## src/rtl/audio_dac.sv

```systemverilog
// Multi-channel 1-bit audio DAC: PWM or first-order sigma-delta per pin.
// Samples are double-buffered (pending -> active) and swapped only at frame boundaries.
module audio_dac #(
    parameter int unsigned CHANNELS = 2,
    parameter int unsigned IN_WIDTH = 16,
    parameter int unsigned WIDTH    = 9
) (
    input  logic                         clk,
    input  logic                         rst,
    input  logic [CHANNELS*IN_WIDTH-1:0] sample,
    input  logic                         sample_valid,
    output logic                         sample_ready,
    input  logic                         mode,
    input  logic                         mute,
    output logic                         frame_start,
    output logic                         underrun,
    output logic [CHANNELS-1:0]          dac_out
);

    localparam logic [WIDTH-1:0] CntMax  = {WIDTH{1'b1}};
    localparam logic [WIDTH-1:0] Silence = {1'b1, {(WIDTH-1){1'b0}}};

    logic [WIDTH-1:0] cnt_q;
    logic             pend_full_q;
    logic             underrun_q;
    logic             mode_q;
    logic [WIDTH-1:0] pend_q   [CHANNELS];
    logic [WIDTH-1:0] active_q [CHANNELS];
    logic [WIDTH-1:0] acc_q    [CHANNELS];

    logic [WIDTH-1:0] duty     [CHANNELS];
    logic [WIDTH:0]   sum      [CHANNELS];
    logic             boundary;
    logic             accept;
    logic             mode_change;

    // Only the top WIDTH bits of each sample are converted; the rest are dropped on purpose.
    logic unused_sample_bits;
    assign unused_sample_bits = ^sample;

    assign boundary     = (cnt_q == CntMax);
    assign sample_ready = ~pend_full_q & ~rst;
    assign accept       = sample_valid & sample_ready;
    assign mode_change  = boundary & (mode != mode_q);
    assign frame_start  = (cnt_q == '0) & ~rst;
    assign underrun     = underrun_q & ~rst;

    // Signed PCM to offset binary, truncated to WIDTH bits; sigma-delta adder per channel.
    always_comb begin
        for (int c = 0; c < CHANNELS; c++) begin
            duty[c] = {~sample[c*IN_WIDTH + IN_WIDTH - 1],
                       sample[c*IN_WIDTH + IN_WIDTH - 2 -: WIDTH - 1]};
            sum[c]  = {1'b0, acc_q[c]} + {1'b0, active_q[c]};
        end
    end

    always_ff @(posedge clk) begin
        if (rst) begin
            cnt_q       <= '0;
            pend_full_q <= 1'b0;
            underrun_q  <= 1'b0;
            mode_q      <= 1'b0;
        end else begin
            cnt_q      <= cnt_q + 1'b1;
            underrun_q <= boundary & ~pend_full_q;
            if (boundary) begin
                mode_q <= mode;
            end
            // accept implies pending was empty, so it never collides with a transfer
            if (accept) begin
                pend_full_q <= 1'b1;
            end else if (boundary) begin
                pend_full_q <= 1'b0;
            end
        end
    end

    always_ff @(posedge clk) begin
        if (rst) begin
            dac_out <= '0;
            for (int c = 0; c < CHANNELS; c++) begin
                pend_q[c]   <= '0;
                active_q[c] <= Silence;
                acc_q[c]    <= '0;
            end
        end else begin
            for (int c = 0; c < CHANNELS; c++) begin
                if (accept) begin
                    pend_q[c] <= duty[c];
                end
                if (boundary && pend_full_q) begin
                    active_q[c] <= pend_q[c];
                end

                if (mute) begin
                    dac_out[c] <= 1'b0;
                end else if (mode_q) begin
                    dac_out[c] <= sum[c][WIDTH];
                end else begin
                    dac_out[c] <= (cnt_q < active_q[c]);
                end

                if (mute || mode_change) begin
                    acc_q[c] <= '0;
                end else if (mode_q) begin
                    acc_q[c] <= sum[c][WIDTH-1:0];
                end
            end
        end
    end

endmodule

```

## config.mk

```make
export PLATFORM = sky130hd
export DESIGN_NAME = audio_dac
export DESIGN_NICKNAME = d
export VERILOG_FILES = /design/src/rtl/audio_dac.sv
export SDC_FILE = /design/constraint.sdc
export NUM_CORES = 1
export LEC_CHECK = 0
export BUFFER_PORTS_ARGS = -buffer_cell sky130_fd_sc_hd__buf_2
export CAP_MARGIN = 10
export CORE_UTILIZATION = 53
export DETAILED_ROUTE_END_ITERATION = 10
export GPL_TIMING_DRIVEN = 0
export PLACE_DENSITY = 0.83
export SLEW_MARGIN = 40
export SYNTH_ARGS = -nofsm -noshare
export SYNTH_HDL_FRONTEND = slang
export SYNTH_SLANG_ARGS = --single-unit
```

## constraint.sdc

```tcl
create_clock -name clk -period 1.9 [get_ports clk]
set_input_delay 0.285 -clock clk [delete_from_list [all_inputs] [get_ports clk]]
set_output_delay 0.285 -clock clk [all_outputs]
set_load 0.05 [all_outputs]
```

* Word-level counts from Yosys, hierarchy flattened
Memory sizes are Yosys's and may differ from the RTL's.
Cells that the tools add are included.
** Operators by class
- $add $sub $neg :: 3
- Multiply operators :: 0
- Divide/modulo/power cells :: 0
- Order comparisons :: 2
- Equality and inequality tests :: 2
- Shift operators :: 0
- Multiplexer cells :: 27
- Bitwise gates (word level) :: 18
- Reductions and logical operators :: 5
** Operator list (count)
- 9-bit two-way mux :: 8
- 9-bit by 9-bit adder with 10-bit output :: 2
- 1-bit two-way mux :: 19
- 9-bit less-than comparator :: 2
- 9-bit by 1-bit adder with 9-bit output, second input constant :: 1
- 9-bit equality test, second input constant :: 1
- 9-bit zero test :: 1
- 1-bit bitwise OR :: 8
- 1-bit bitwise AND :: 6
- 1-bit inverter :: 4
- 2-bit nonzero test :: 1
- 2-bit OR reduction :: 1
- 1-bit logical AND :: 1
- 1-bit logical OR :: 1
- 1-bit != test :: 1
** Word-level totals
- Flip-flop bits (word level) :: 14
- Bits in latches :: 0
- Bits in writable memories :: 54
- Bits in read-only memories :: 0
- Input port bits :: 37
- Output and inout port bits :: 5
- Memories :: 3
** Memory list
- acc_q :: words 2, bits a word 9, rd ports 2, clocked after memory_dff 0, write ports 2, RTL line 29 : logic [WIDTH-1:0] acc_q [CHANNELS];
- active_q :: words 2, bits a word 9, rd ports 2, clocked after memory_dff 0, write ports 2, RTL line 28 : logic [WIDTH-1:0] active_q [CHANNELS];
- pend_q :: words 2, bits a word 9, rd ports 2, clocked after memory_dff 0, write ports 2, RTL line 27 : logic [WIDTH-1:0] pend_q [CHANNELS];

* Logic depth before layout (Yosys ltp)
Gate-level depths: netlist of the first run.
- Word-level depth :: 8
- Mapped depth :: 8
- Depth with buffers taken out :: 7

* Least setup slack after synthesis of the first run
No wires, ideal clock.
- Path kind :: register to output
- Start point :: register cnt_q[2]
- End point :: output frame_start
- Arrival :: 2369 ps
- Required time :: 1615 ps
- Slack :: -754 ps
- Cell stages (with the launch flop) :: 3
- Path through :: dfxtp_1 or4_1 nor4_1
** On the way
- Word-level cells in the longest chain between the ends :: 2
** Ends and longest elaborated chain
- start: declaration :: RTL line 23 : logic [WIDTH-1:0] cnt_q;
- start signal: assignment :: RTL line 64 : cnt_q <= cnt_q + 1'b1;
- 9-bit zero test :: RTL line 45 : assign frame_start = (cnt_q == '0) & ~rst;
- 1-bit bitwise AND :: RTL line 45
- end: declaration :: RTL line 15 : output logic frame_start,
No other way between the ends.

==> results of run 1 <==
-- critical path: stages (launching register included) --
cell	delay (ns)
sky130_fd_sc_hd__edfxtp_1	0.44
sky130_fd_sc_hd__ha_4	0.19
sky130_fd_sc_hd__fa_2	0.36
sky130_fd_sc_hd__a211oi_2	0.23
sky130_fd_sc_hd__o21bai_1	0.14
sky130_fd_sc_hd__o22ai_1	0.17
sky130_fd_sc_hd__xor2_1	0.21
sky130_fd_sc_hd__nor2_1	0.08
-- power by group through the flow --
stage	registers, mW	logic [mW]	clock network [mW]
global placement	1.74	0.269	0
floorplan	1.73	0.202	0
detailed placement	1.74	0.280	0
global route	1.71	0.374	1.08
CTS	1.70	0.307	1.02
finish	1.70	0.338	1.01
-- how the worst min path moves through the flow --
stage | from | to | slack, ns | cells after the start
CTS | sample[31] | pend_q[0][17] | 0.21 | 2
finish | sample[31] | pend_q[0][17] | 0.22 | 2
detailed placement | mode_q | mode_q | 0.48 | 2
global route | sample[31] | pend_q[0][17] | 0.21 | 2
floorplan | cnt_q[0] | cnt_q[0] | 0.44 | 1
global placement | mode_q | mode_q | 0.47 | 2
-- sequential cells by signal, summed over array words and instances (netlist names) --
name,cells
dac_out,2
cnt_q,9
underrun_q,1
active_q,18
acc_q,18
pend_full_q,1
mode_q,1
pend_q,18
-- what timing repair did --
item | CTS | global route
pin swaps | 16 | 10
cloned | 1 | 0
endpoints found under the setup margin | 75 | 32
resized for setup | 40 | 22
setup buffers | 11 | 8
-- cells by family (layout without fill, tap and decap cells) --
kind of cell	after synthesis	after routing	share of synthesized area, %
AO/OA/AOI/OAI	51	51	8.76
XOR/XNOR	16	16	3.88
AND/OR/NAND/NOR	124	124	17.7
buffers and inverters	30	91	3.15
adder cells (fa/ha/maj)	39	39	13.9
flip-flops	68	68	52.6
-- stage by stage --
step | setup slack [ns] | power, mW | cell area [um^2] | hold slack [ns]
2_1_floorplan | 0.00686 | 1.93 | 3660 | 0.444
3_3_place_gp | -0.434 | 2.01 | 3890 | 0.474
3_5_place_dp | -0.471 | 2.02 | 3890 | 0.485
4_1_cts | -0.0930 | 3.03 | 4270 | 0.210
5_1_grt | -0.220 | 3.16 | 4420 | 0.207
6_report | -0.161 | 3.05 | 4420 | 0.224
-- Yosys cell counts, drive strengths merged (3+ instances only) --
| cell | count | share of area (%) |
|---|---|---|
| a21oi | 9 | 1.2 |
| nand3 | 5 | 0.69 |
| dfxtp | 14 | 7.8 |
| nand2b | 5 | 0.87 |
| nor2b | 5 | 0.87 |
| and3 | 20 | 3.5 |
| or3 | 4 | 0.69 |
| nand2 | 17 | 1.8 |
| nor3 | 6 | 0.83 |
| a211oi | 8 | 1.7 |
| and2 | 17 | 2.9 |
| a21o | 6 | 1.2 |
| edfxtp | 54 | 45 |
| nor2 | 36 | 3.8 |
| nand4 | 3 | 0.52 |
| o21ai | 17 | 2.4 |
| or4 | 3 | 0.62 |
| o22ai | 3 | 0.52 |
| xnor2 | 5 | 1.2 |
| inv | 24 | 2.5 |
| xor2 | 11 | 2.7 |
| clkbuf | 5 | 0.52 |
| ha | 37 | 13 |
-- layer usage --
| metal | track usage [%] | up-vias | wire, um |
|---|---|---|---|
| met5 | 0 | - | 0 |
| met4 | 10.8 | 0 | 140 |
| met3 | 3.54 | 14 | 405 |
| met2 | 33.9 | 95 | 3420 |
| met1 | 27.2 | 1227 | 3150 |
| li1 | - | 1300 | - |
-- area by class of cell --
type	instances	share of cell area (%)
plain buffers	5	0.651
flip-flops and latches	68	43.6
well taps	77	2.18
clock inverters	5	0.680
inverters	24	2.10
clock buffers	10	2.89
multi-input cells	230	41.1
repair buffers	47	6.85
==> summary by stage, run 1 <==
Global route
The first global-routing pass estimated 11400 um of wire. The initial antenna violation count is 0. The overall routing resource usage is about a fifth. Summed over all layers, the global routing overflow is 0. The pin count of the biggest net entering global routing is 20.

The number of global-route vias before repair is 2472.

Power and ir drop
The reported leakage power is approximately 2 nW. The internal power of the cells totals 2.27 mW. Of the total power, the clock network draws 33.1%. The share of total power consumed by net switching is roughly 25%. Sequential cells account for roughly 56% of the total power. The analysis attributes to net switching a power of slightly below 800 uW. In this run the power density over the cells is 689 nW/um^2.

The peak ir drop on the vdd network is between 0.0005 and 0.0006 V. Combinational logic is responsible for between 10 and 15% of the overall power.

Placed design
In this run, placement finished with an instance count of about 430. The placed wire-length estimate after detailed placement is roughly 4700 um. The count of buffers from port buffering is 27. The congestion estimate from routability-driven global placement came to around 0.85.

STA
The total negative setup slack is -0.299 ns. In the post-route analysis, the smallest setup slack over all paths is -0.161 ns. The transition at the pin with the smallest max-transition slack is between 0.7 and 0.8 ns.

Measured against its own limit, the worst slew margin works out to around 50%. After layout, the minimum clock period comes to between 2 and 2.5 ns. Setup repair after global routing could not meet its margin everywhere.

Setup violations remaining at the end of the flow were counted as 4. Dividing the final minimum period by the clock period gives 108%. The max-slew violation count came to 0. The hold violation total from the final report is 0. For this run, the top clock speed supported by timing is slightly below 0.5 GHz. The worst clock skew is 0.00825 ns.

Worst setup path
The critical path start-end classification is reg -> reg. In this run the critical register-to-register path is launched from active_q[0][9]. The data arrival time at the worst-slack endpoint is around 2.2 ns. The kind of capture point of the worst setup path is a flop.

The worst setup path is launched from a flop. The end of the worst register-to-register path is acc_q[1][8]. The most critical setup path has its endpoint at acc_q[1][8]. The depth of the most critical reg-to-reg path is 7. STA puts the critical path data required time at just under 2 ns. Of all nets on the critical path, the largest fanout is 2. Setup slack on the worst reg-to-reg path comes out at -0.16 ns. The critical path launch point is active_q[0][9].

CTS
The clock latency reported for the late side of the worst-skew pair is around 0.33 ns. Clock-pin slew was measured on the worst setup and hold paths at 0.08 ns. Counting the buffers created by CTS gives 9. The H-tree depth is 3.

The longest clock path from root to sink contains 2 buffers. CTS placed an instance of sky130_fd_sc_hd__clkbuf_8 at the clock tree root. The number of sinks on the clock net is 68.

The hold buffer count at cts is 0. The clock tree from TritonCTS is done.

Detailed routing
Dividing the detail-routed wire length by the instance count gives approximately 15 um. Wires add up to just over 7000 um. The number of nets still failing antenna checks after routing is 0.

The DRC violation count after routing is 0. The first-pass detailed-route iteration total is 7. Dividing the detail-routed via count by the number of cells gives around 5.7. Detailed routing inserted a total of roughly 2600 vias.

In this run, the number of DRC markers left after iteration 0 of detailed routing was around 230.

Synthesis
The unique cell type count in the Yosys netlist is 35. For this run, the register share of the synthesized area comes to 52.6%. Counting flops with an async set or reset pin after synthesis yields a share of 0%.

The number of enable-type register cells in the synthesized netlist is 54. A synthesized cell averages roughly 11 um^2. The number of nets in the synthesized netlist is roughly 400.

The most frequently used flop master after synthesis is sky130_fd_sc_hd__edfxtp_1. The number of warnings reported in the yosys synthesis log is 0. The total of flip-flops plus latches after synthesis is a little under 70. Counting every instance in the synthesized netlist gives 328. The synthesized area is 3610 um^2.

Floorplan
The vertical extent of the die is 84.6 um. The boundary pin count is between 40 and 50. The number of cell rows is 29. The core area is 6460 um^2. For this configuration, the core starts out at a cell density of approximately 56%. The horizontal die dimension is approximately 85 um.

The die covers around 7200 um^2.

Finish
From synthesis to final layout, the design area changed by 22.3%. The number of nets in the layout is around 460. The area of combinational cells with multiple inputs is 1820 um^2. Cells fill about two thirds of the core in the end. The sequential cells in the finished layout cover a total of 1930 um^2.

The post-route netlist has between 20% and 30% of its cells at a drive strength greater than 1. The leading cell type in the layout, fill and taps excluded is sky130_fd_sc_hd__edfxtp_1. The filler cells instantiated in the layout total about 440. The top cell types in the final layout, fill and taps aside, are 54 x sky130_fd_sc_hd__edfxtp_1, 33 x sky130_fd_sc_hd__nor2_1, 30 x sky130_fd_sc_hd__ha_1, 26 x sky130_fd_sc_hd__buf_2, 23 x sky130_fd_sc_hd__inv_1. The repair_antennas step left the layout with diodes totalling 0. The filler-free cell count of the finished design is about 470.

Status
The flow ran to the end, but the final reports show violations. The final reports fail on setup timing.

Min path
The class of the tightest hold or removal check is in -> reg.

Run
Across the run, the number of max-cap violations was 0.
Power figures use the tool's default switching activity.
==> inputs of run 2 (changes only) <==
Settings changed: ABC_AREA from default to 1, ABC_CLOCK_PERIOD_IN_PS from default to 1900, CELL_PAD_IN_SITES_DETAIL_PLACEMENT from default to 1, CELL_PAD_IN_SITES_GLOBAL_PLACEMENT from default to 1, CORE_UTILIZATION 53 to 41, PLACE_DENSITY 0.83 to 0.84.
==> summary by stage, run 2 <==
Power and ir drop
The share of total power consumed by net switching is approximately 29%. The peak ir drop on the vdd network is ~0.00056 V. The net switching component of the power is approximately 990 uW. The proportion of power drawn by flip-flops and latches is 49.8%. The reported leakage power is 2.43 nW.

Dividing total power by cell area gives a power density of approximately 680 nW/um^2. The internal cell power is ~2.4 mW. The share of power burned in the clock network is about two fifths. The proportion of power drawn by combinational gates is a little under an eighth.

Detailed routing
Dividing the detail-routed wire length by the instance count gives between 15 and 20 um. In the routed design, unresolved DRC markers number 0. The number of vias in the routed layout is roughly 3400. Using the TritonRoute via totals, the vias-per-cell ratio works out to approximately 5.0. The sum of routed wire length over all layers is approximately 12000 um.

The initial DRC count is around 150. Once detail routing completed, the nets flagged for antenna violations numbered 0. The first-pass detailed-route iteration total is 6.

Min path
The instance count along the most critical hold path is 2. In this run the worst hold path is classified as in -> reg. The start point of the worst min-delay path is sample[31]. The worst hold path endpoint is pend_q[0][17].

Synthesis
The proportion of synthesized flip-flops having asynchronous set or reset is 0%. By count the netlist is led by 99 x sky130_fd_sc_hd__inv_1, 84 x sky130_fd_sc_hd__nand2_1, 57 x sky130_fd_sc_hd__nor2_1. Sequential elements use 46.7% of the synthesized area.

The synthesized area is around 4100 um^2. In this run the biggest area consumer among cell types represents between 30% and 40% of the synthesized area. The number of instances in the synthesized netlist is around 460. By area the synthesized netlist is led by sky130_fd_sc_hd__edfxtp_1 40%, sky130_fd_sc_hd__ha_1 11%, sky130_fd_sc_hd__inv_1 9.1%.

The most frequently used flop master after synthesis is sky130_fd_sc_hd__edfxtp_1. For this run, the number of Yosys warnings is 0. The number of enable-type register cells in the synthesized netlist is 54. The number of nets in the synthesized netlist is approximately 540. The synthesized design contains between 60 and 70 register bits. The cell type with the largest total area after synthesis is sky130_fd_sc_hd__edfxtp_1.

The synthesized netlist contains 31 unique library cells. By instance count, the leading cell after synthesis is sky130_fd_sc_hd__inv_1. The average instance area after synthesis is between 8 and 9 um^2.

Worst setup path
The start of the worst register-to-register path is cnt_q[2]. The maximum fanout along the worst path is 10. Measured in cells, the most critical reg-to-reg path has a length of 11. On the worst path, the slowest cell contributes a delay of roughly 0.45 ns.

Data arrives at the worst endpoint at between 2 and 2.5 ns. The worst register-to-register path has a setup slack of -0.15 ns. The endpoint identified for the worst register-to-register timing path is acc_q[1][2]. STA classifies the critical path startpoint as a flop. The critical path start-end classification is reg -> reg. The cell with the most instances on the worst path is sky130_fd_sc_hd__nand2_2. STA classifies the critical path endpoint as a flop. The data required time at the worst endpoint is between 2 and 2.5 ns. Walking the worst path, the cells encountered are nand2_2 -> inv_2 -> nand2_4 -> nor3_4 -> nand2_2 -> nor2_4 -> ha_4 -> inv_8 -> o211ai_4 -> buf_8 -> nor3b_2. The library cell contributing the largest single delay on the critical path is sky130_fd_sc_hd__dfxtp_2.

Finish
Leaving out fill and tap cells, the most frequent cell in the layout is sky130_fd_sc_hd__inv_1. Fill cells in the final layout number 1144. The repair_antennas step left the layout with diodes totalling 0. The fraction of layout cells with a size suffix above 1 is 26.0%. The largest registers in the layout are acc_q: 18 flops, active_q: 18 flops, pend_q: 18 flops.

The area added between synthesis and finish is 23.2%. The area of all placed cells without fillers is ~5000 um^2. The share of the core filled with cells in the final layout is 51.8%.

The number of nets in the layout is roughly 600. Leaving out fill and tap cells, the most frequent cells in the layout are 97 x sky130_fd_sc_hd__inv_1, 78 x sky130_fd_sc_hd__nand2_1, 54 x sky130_fd_sc_hd__edfxtp_1, 50 x sky130_fd_sc_hd__nor2_1, 35 x sky130_fd_sc_hd__ha_1.

CTS
TritonCTS built the clock tree. The post-CTS clock slew at the launch and capture registers of the worst setup and hold paths is about 0.10 ns. The H-tree depth is 3.

Clock tree synthesis found a total of 68 sinks. The root buffer cell chosen for the clock tree is sky130_fd_sc_hd__clkbuf_8. For the worst-skew pair, the clock arrives at the later sink with an insertion delay of about 0.37 ns. The maximum buffer depth of the clock tree is 2. Clock tree synthesis inserted a total of 9 buffers.

Global route
The initial antenna violation count came to 0. Across every metal layer, demand over resource in global routing totals a little under a quarter. The number of global-route vias before repair is roughly 3600. The leftover overflow at the end of global routing is 0. The first-pass GRT wire length is between 15000 and 20000 um. The pin count of the biggest net entering global routing is 20.

STA
For the pin with the worst max-slew slack, the measured transition is ~0.69 ns. The final clock period utilization by the worst path is 108%. Setup repair after global routing could not meet its margin everywhere. The fmax is 0.487 GHz. For the final database, setup skew stands at about 0.02 ns. Setup total negative slack on the finished layout was measured at -6.50 ns.

Headroom to the max-slew limit came out at between 50% and 60%. Once routing completed, OpenROAD measured the worst setup slack at -0.151 ns. The routed design could run at a clock period as short as between 2 and 2.5 ns. The tightest hold margin is slightly below 0.2 ns. The total of endpoints with negative setup slack in the final report is 67. The max-slew violation count is 0. The hold violation total from the final report is 0.

Run
The max-capacitance violation count is 0.

Floorplan
From left edge to right edge, the die measures between 100 and 150 um. The region available for standard cell placement spans 9680 um^2. The initial utilization of the core area, before any placement, comes to a little over two fifths. The die covers just over 10000 um^2.

The boundary pin count is 42. The vertical extent of the die is slightly above 100 um. The number of cell rows is 36.

Placed design
The minimum setup slack after placement is -0.627 ns. The placed wire-length estimate after detailed placement is approximately 7000 um. The routability-driven placement congestion ratio is 0.834.

Port buffering added 27 buffers. The instance area at placement is around 4400 um^2.

Status
The final reports fail on setup timing. The run finished, with violations left.
==> run 2: cell types whose count changed in the layout (fill, tap and decap cells not counted), moves of 13 or more <==
cell and delta:
sky130_fd_sc_hd__a21oi_1 +21, sky130_fd_sc_hd__and2_1 -17, sky130_fd_sc_hd__and3_1 -17, sky130_fd_sc_hd__inv_1 +74, sky130_fd_sc_hd__nand2_1 +65, sky130_fd_sc_hd__nand3_1 +15, sky130_fd_sc_hd__nor2_1 +17, sky130_fd_sc_hd__nor2_2 +13
==> run 2: cells by family after synthesis <==
logic type | Yosys count | synth area share (%)
AND/OR/NAND/NOR | 203 | 23.9
buffers and inverters | 108 | 10.8
flip-flops | 68 | 46.7
AO/OA/AOI/OAI | 44 | 6.24
adder cells (fa/ha/maj) | 39 | 12.4
==> run 2: critical path: cells and delay by family, from the launching register on <==
| kind | cells | cell delay, ns |
|---|---|---|
| AND/OR/NAND/NOR | 6 | 0.58 |
| flip-flops | 1 | 0.45 |
| buffers and inverters | 3 | 0.34 |
| AO/OA/AOI/OAI | 1 | 0.22 |
| adder cells (fa/ha/maj) | 1 | 0.19 |
==> run 2: final cells by class <==
type / count / area [um^2] / share of cell area, %
plain buffers: 3 / 37.5 / 0.749
clock buffers: 10 / 128 / 2.54
clock inverters: 6 / 72.6 / 1.45
inverters: 104 / 400 / 7.98
multi-input cells: 286 / 1850 / 36.9
flip-flops and latches: 68 / 1910 / 38.1
well taps: 133 / 166 / 3.32
repair buffers: 61 / 449 / 8.96
==> run 2: repair_timing <==
item,in CTS,in global routing
setup endpoints to repair,74,77
gates resized for setup,15,26
hold buffers,0,0
gates cloned,1,2
setup buffers,23,9
pin swaps,7,6
==> run 2: worst max path at each step <==
stage | cells after the start | slack [ns] | from | end
finish | 11 | -0.15 | cnt_q[2] | acc_q[1][2]
floorplan | 10 | -0.23 | cnt_q[1] | acc_q[0][0]
global placement | 10 | -0.67 | cnt_q[1] | acc_q[0][2]
global route | 11 | -0.23 | cnt_q[0] | acc_q[0][1]
CTS | 11 | -0.17 | cnt_q[1] | acc_q[1][1]
detailed placement | 11 | -0.63 | cnt_q[1] | acc_q[0][1]
==> run 2: power groups by stage <==
stage	Clock (mW)	Combinational, mW	Sequential [mW]
2_1_floorplan	0	0.239	1.74
3_3_place_gp	0	0.320	1.74
3_5_place_dp	0	0.347	1.75
4_1_cts	1.28	0.374	1.71
5_1_grt	1.38	0.455	1.72
6_report	1.31	0.411	1.71
==> run 2: per-stage QoR <==
step	total power [mW]	instances
after global routing	3.55	671
after global placement	2.06	622
after detailed placement	2.09	624
after floorplan	1.98	462
after CTS	3.36	664
final	3.43	671
==> run 2: per-layer routing <==
layer | GRT usage, % | up-vias | share of wire (%) | wire, um
li1 | - | 1617 | - | -
met1 | 26.5 | 1595 | 39 | 4620
met2 | 42.8 | 111 | 52 | 6120
met3 | 3.80 | 44 | 3.6 | 419
met4 | 13.5 | 0 | 4.7 | 546
met5 | 0 | - | 0 | 0
==> inputs of run 3 (changes only) <==
Settings changed: PLACE_DENSITY 0.84 to 0.86.
==> summary by stage, run 3 (synthesized netlist as in run 2, its figures left out) <==
Detailed routing
The pre-antenna-repair detailed-routing pass consisted of 4 iterations. Dividing the detail-routed wire length by the instance count gives about 18 um. After the first detailed-routing iteration, the DRC count stood at between 150 and 200. The number of vias in the routed layout is around 3300.

The number of nets still failing antenna checks after routing is 0. The average via count per standard cell is approximately 5. The sum of routed wire length over all layers is approximately 12000 um.

For this run, design rule violations remaining after detail routing come to 0.

STA
Setup violations remaining at the end of the flow were counted as 74. Final hold analysis gives a worst-case slack of about 0.20 ns. The worst clock skew is roughly 0.0075 ns. Setup repair after global routing could not meet its margin everywhere. The post-layout worst setup margin is -0.205 ns. The max-slew violation count is 0. The final clock period utilization by the worst path is 111%. The hold violation total from the final report is 0.

The fmax is roughly 0.48 GHz. For the pin with the worst max-slew slack, the measured transition is 0.697 ns. Summed over all failing endpoints, the final setup total negative slack is -8.21 ns. The worst slew slack as a fraction of its limit is 53.4%. The worst path in the final design needs a cycle of about 2.1 ns, including I/O delays and setup.

Worst setup path
The reg2reg setup slack is -0.19 ns. The end of the worst register-to-register path is acc_q[0][6]. For this run, the slowest stage of the critical path takes ~0.36 ns. The cell with the most instances on the worst path is sky130_fd_sc_hd__buf_4. The start of the worst register-to-register path is cnt_q[0].

The top cell family by delay on the critical path is buffers and inverters. The maximum fanout along the worst path is 4. The slowest stage of the critical path is the sky130_fd_sc_hd__dfxtp_4 cell. STA classifies the critical path endpoint as an output pin. The depth of the most critical reg-to-reg path is 11. The critical path start-end classification is reg -> out. At the worst endpoint, the arrival time is ~1.8 ns. The combined buffer and inverter count along the critical path is 3. The critical path goes through buf_4 -> inv_1 -> ha_1 -> nand4_1 -> nor3_1 -> buf_4. STA puts the critical path data required time at between 1.5 and 2 ns.

The startpoint class of the critical path is a flop. The most critical setup path has its startpoint at cnt_q[0].

Floorplan
The horizontal die dimension is 102 um. After floorplanning, the core was sized to cover 9680 um^2. The vertical extent of the die is approximately 100 um. The initialized floorplan defines 36 standard-cell rows.

Once the floorplan was initialized, standard cells occupied a little over two fifths of the core. The area of the die is just over 10000 um^2. The boundary pin count is 42.

Min path
The worst hold path endpoint is pend_q[0][8]. The worst hold path was traced through 2 stages. In this run the worst hold path is classified as in -> reg. In this run the most critical hold path is launched from sample[15].

CTS
The clock passes through at most 2 buffers. The number of buffers created by CTS is 9. The tree is rooted in a sky130_fd_sc_hd__clkbuf_8. The H-tree depth is 3. At the later pin of the worst-skew pair, clock insertion delay measures between 0.3 and 0.4 ns.

The number of sinks on the clock net is 68. The post-CTS clock slew at the launch and capture registers of the worst setup and hold paths is around 0.08 ns. The clock tree from TritonCTS is done.

Placed design
The instance area at placement is roughly 4400 um^2. The congestion estimate from routability-driven global placement came to 0.819. Buffers placed on the I/O ports in this run total 27. Detailed placement ended at an HPWL of 7220 um.

Finish
The number of antenna diodes in the final layout is 0. The leading cell type in the layout, fill and taps excluded is sky130_fd_sc_hd__inv_1. The area of all placed cells without fillers is roughly 5000 um^2. The largest registers in the layout are acc_q: 18 flops, active_q: 18 flops, pend_q: 18 flops. The fraction of layout cells with a size suffix above 1 is approximately a quarter. The net count of the finished layout is around 600.

Compared with the post-synthesis result, the final layout area differs by 22.1%. In the layout the commonest cells are 97 x sky130_fd_sc_hd__inv_1, 81 x sky130_fd_sc_hd__nand2_1, 54 x sky130_fd_sc_hd__edfxtp_1, 51 x sky130_fd_sc_hd__nor2_1, 35 x sky130_fd_sc_hd__ha_1.

Power and ir drop
The power per standard cell area is 662 nW/um^2. The design draws 3.29 mW. The reported leakage power is 2.40 nW. VDD sags by at most between 0.0004 and 0.0005 V.

Status
The run finished, with violations left. The final reports fail on setup timing.

Global route
The pin count of the biggest net entering global routing is 19. The total overflow left after global routing is 0. The first-pass GRT wire length is 17900 um.

The initial antenna violation count came to 0. The overall routing resource usage is 23.6%. The number of global-route vias before repair came to ~3500.

Run
The tool flagged a number of max-cap violations equal to 0.
-- run 3: cell types whose count changed in the layout (fill, tap and decap cells not counted), moves of 2 or more --
| cell | delta |
|---|---|
| sky130_fd_sc_hd__nand2_1 | +3 |
| sky130_fd_sc_hd__buf_6 | +2 |
| sky130_fd_sc_hd__buf_4 | -9 |
| sky130_fd_sc_hd__nor2_2 | -2 |
| sky130_fd_sc_hd__nand2_2 | -3 |
| sky130_fd_sc_hd__inv_6 | +2 |
-- run 3: layout make-up --
cell class | instances | area [um^2]
fillers | 1145 | 4710
flip-flops and latches | 68 | 1910
multi-input cells | 286 | 1840
repair buffers | 54 | 425
inverters | 104 | 398
well taps | 133 | 166
clock buffers | 10 | 128
plain buffers | 4 | 53.8
clock inverters | 6 | 47.5
-- run 3: worst max path at each step --
stage                        to  cells past startpoint  slack (ns)
detailed placement  acc_q[0][1]                     10       -0.65
global placement    acc_q[0][1]                     10       -0.65
finish              frame_start                      6       -0.20
global route        acc_q[0][6]                     11       -0.27
CTS                 acc_q[0][0]                     11       -0.23
floorplan           acc_q[0][0]                     10       -0.23
-- run 3: repair_timing --
item                                    in CTS  in global routing
endpoints found under the setup margin      74                 77
cloned                                       2                  2
hold buffers                                 0                  0
setup buffers                               24                  2
gates resized for setup                     10                 28
pin swaps                                    6                  7
-- run 3: report_power, final --
part / total, mW / internal (mW) / switching, mW
clock: 1.15 / 0.489 / 0.663
sequential: 1.71 / 1.67 / 0.0407
combinational: 0.430 / 0.152 / 0.278
total: 3.29 / 2.31 / 0.981
-- run 3: worst register-to-register path: stages, from the launching register on --
cell and delay (ns):
sky130_fd_sc_hd__dfxtp_4 0.37, sky130_fd_sc_hd__ha_4 0.14, sky130_fd_sc_hd__nand2_2 0.05, sky130_fd_sc_hd__inv_2 0.09, sky130_fd_sc_hd__nand2_4 0.06, sky130_fd_sc_hd__nor3_4 0.15, sky130_fd_sc_hd__nand2_2 0.10, sky130_fd_sc_hd__nor2_4 0.11
sky130_fd_sc_hd__ha_4 0.16, sky130_fd_sc_hd__inv_6 0.06, sky130_fd_sc_hd__o211ai_1 0.30, sky130_fd_sc_hd__buf_4 0.22
-- run 3: routing by layer --
layer  track usage (%)  vias up  part of all wire [%]
met3              3.24       29                   3.4
met5                 0        -                     0
met1              28.0     1611                    40
met2              42.8       90                    53
li1                  -     1602                     -
met4              9.59        0                   3.8
-- run 3: per-stage QoR --
step	std cells	util, %	setup WS [ns]
floorplan	462	-	-0.232
global placement	622	45.6	-0.649
detailed placement	624	45.7	-0.650
CTS	666	50.3	-0.230
global route	665	51.3	-0.274
finish	665	51.3	-0.205
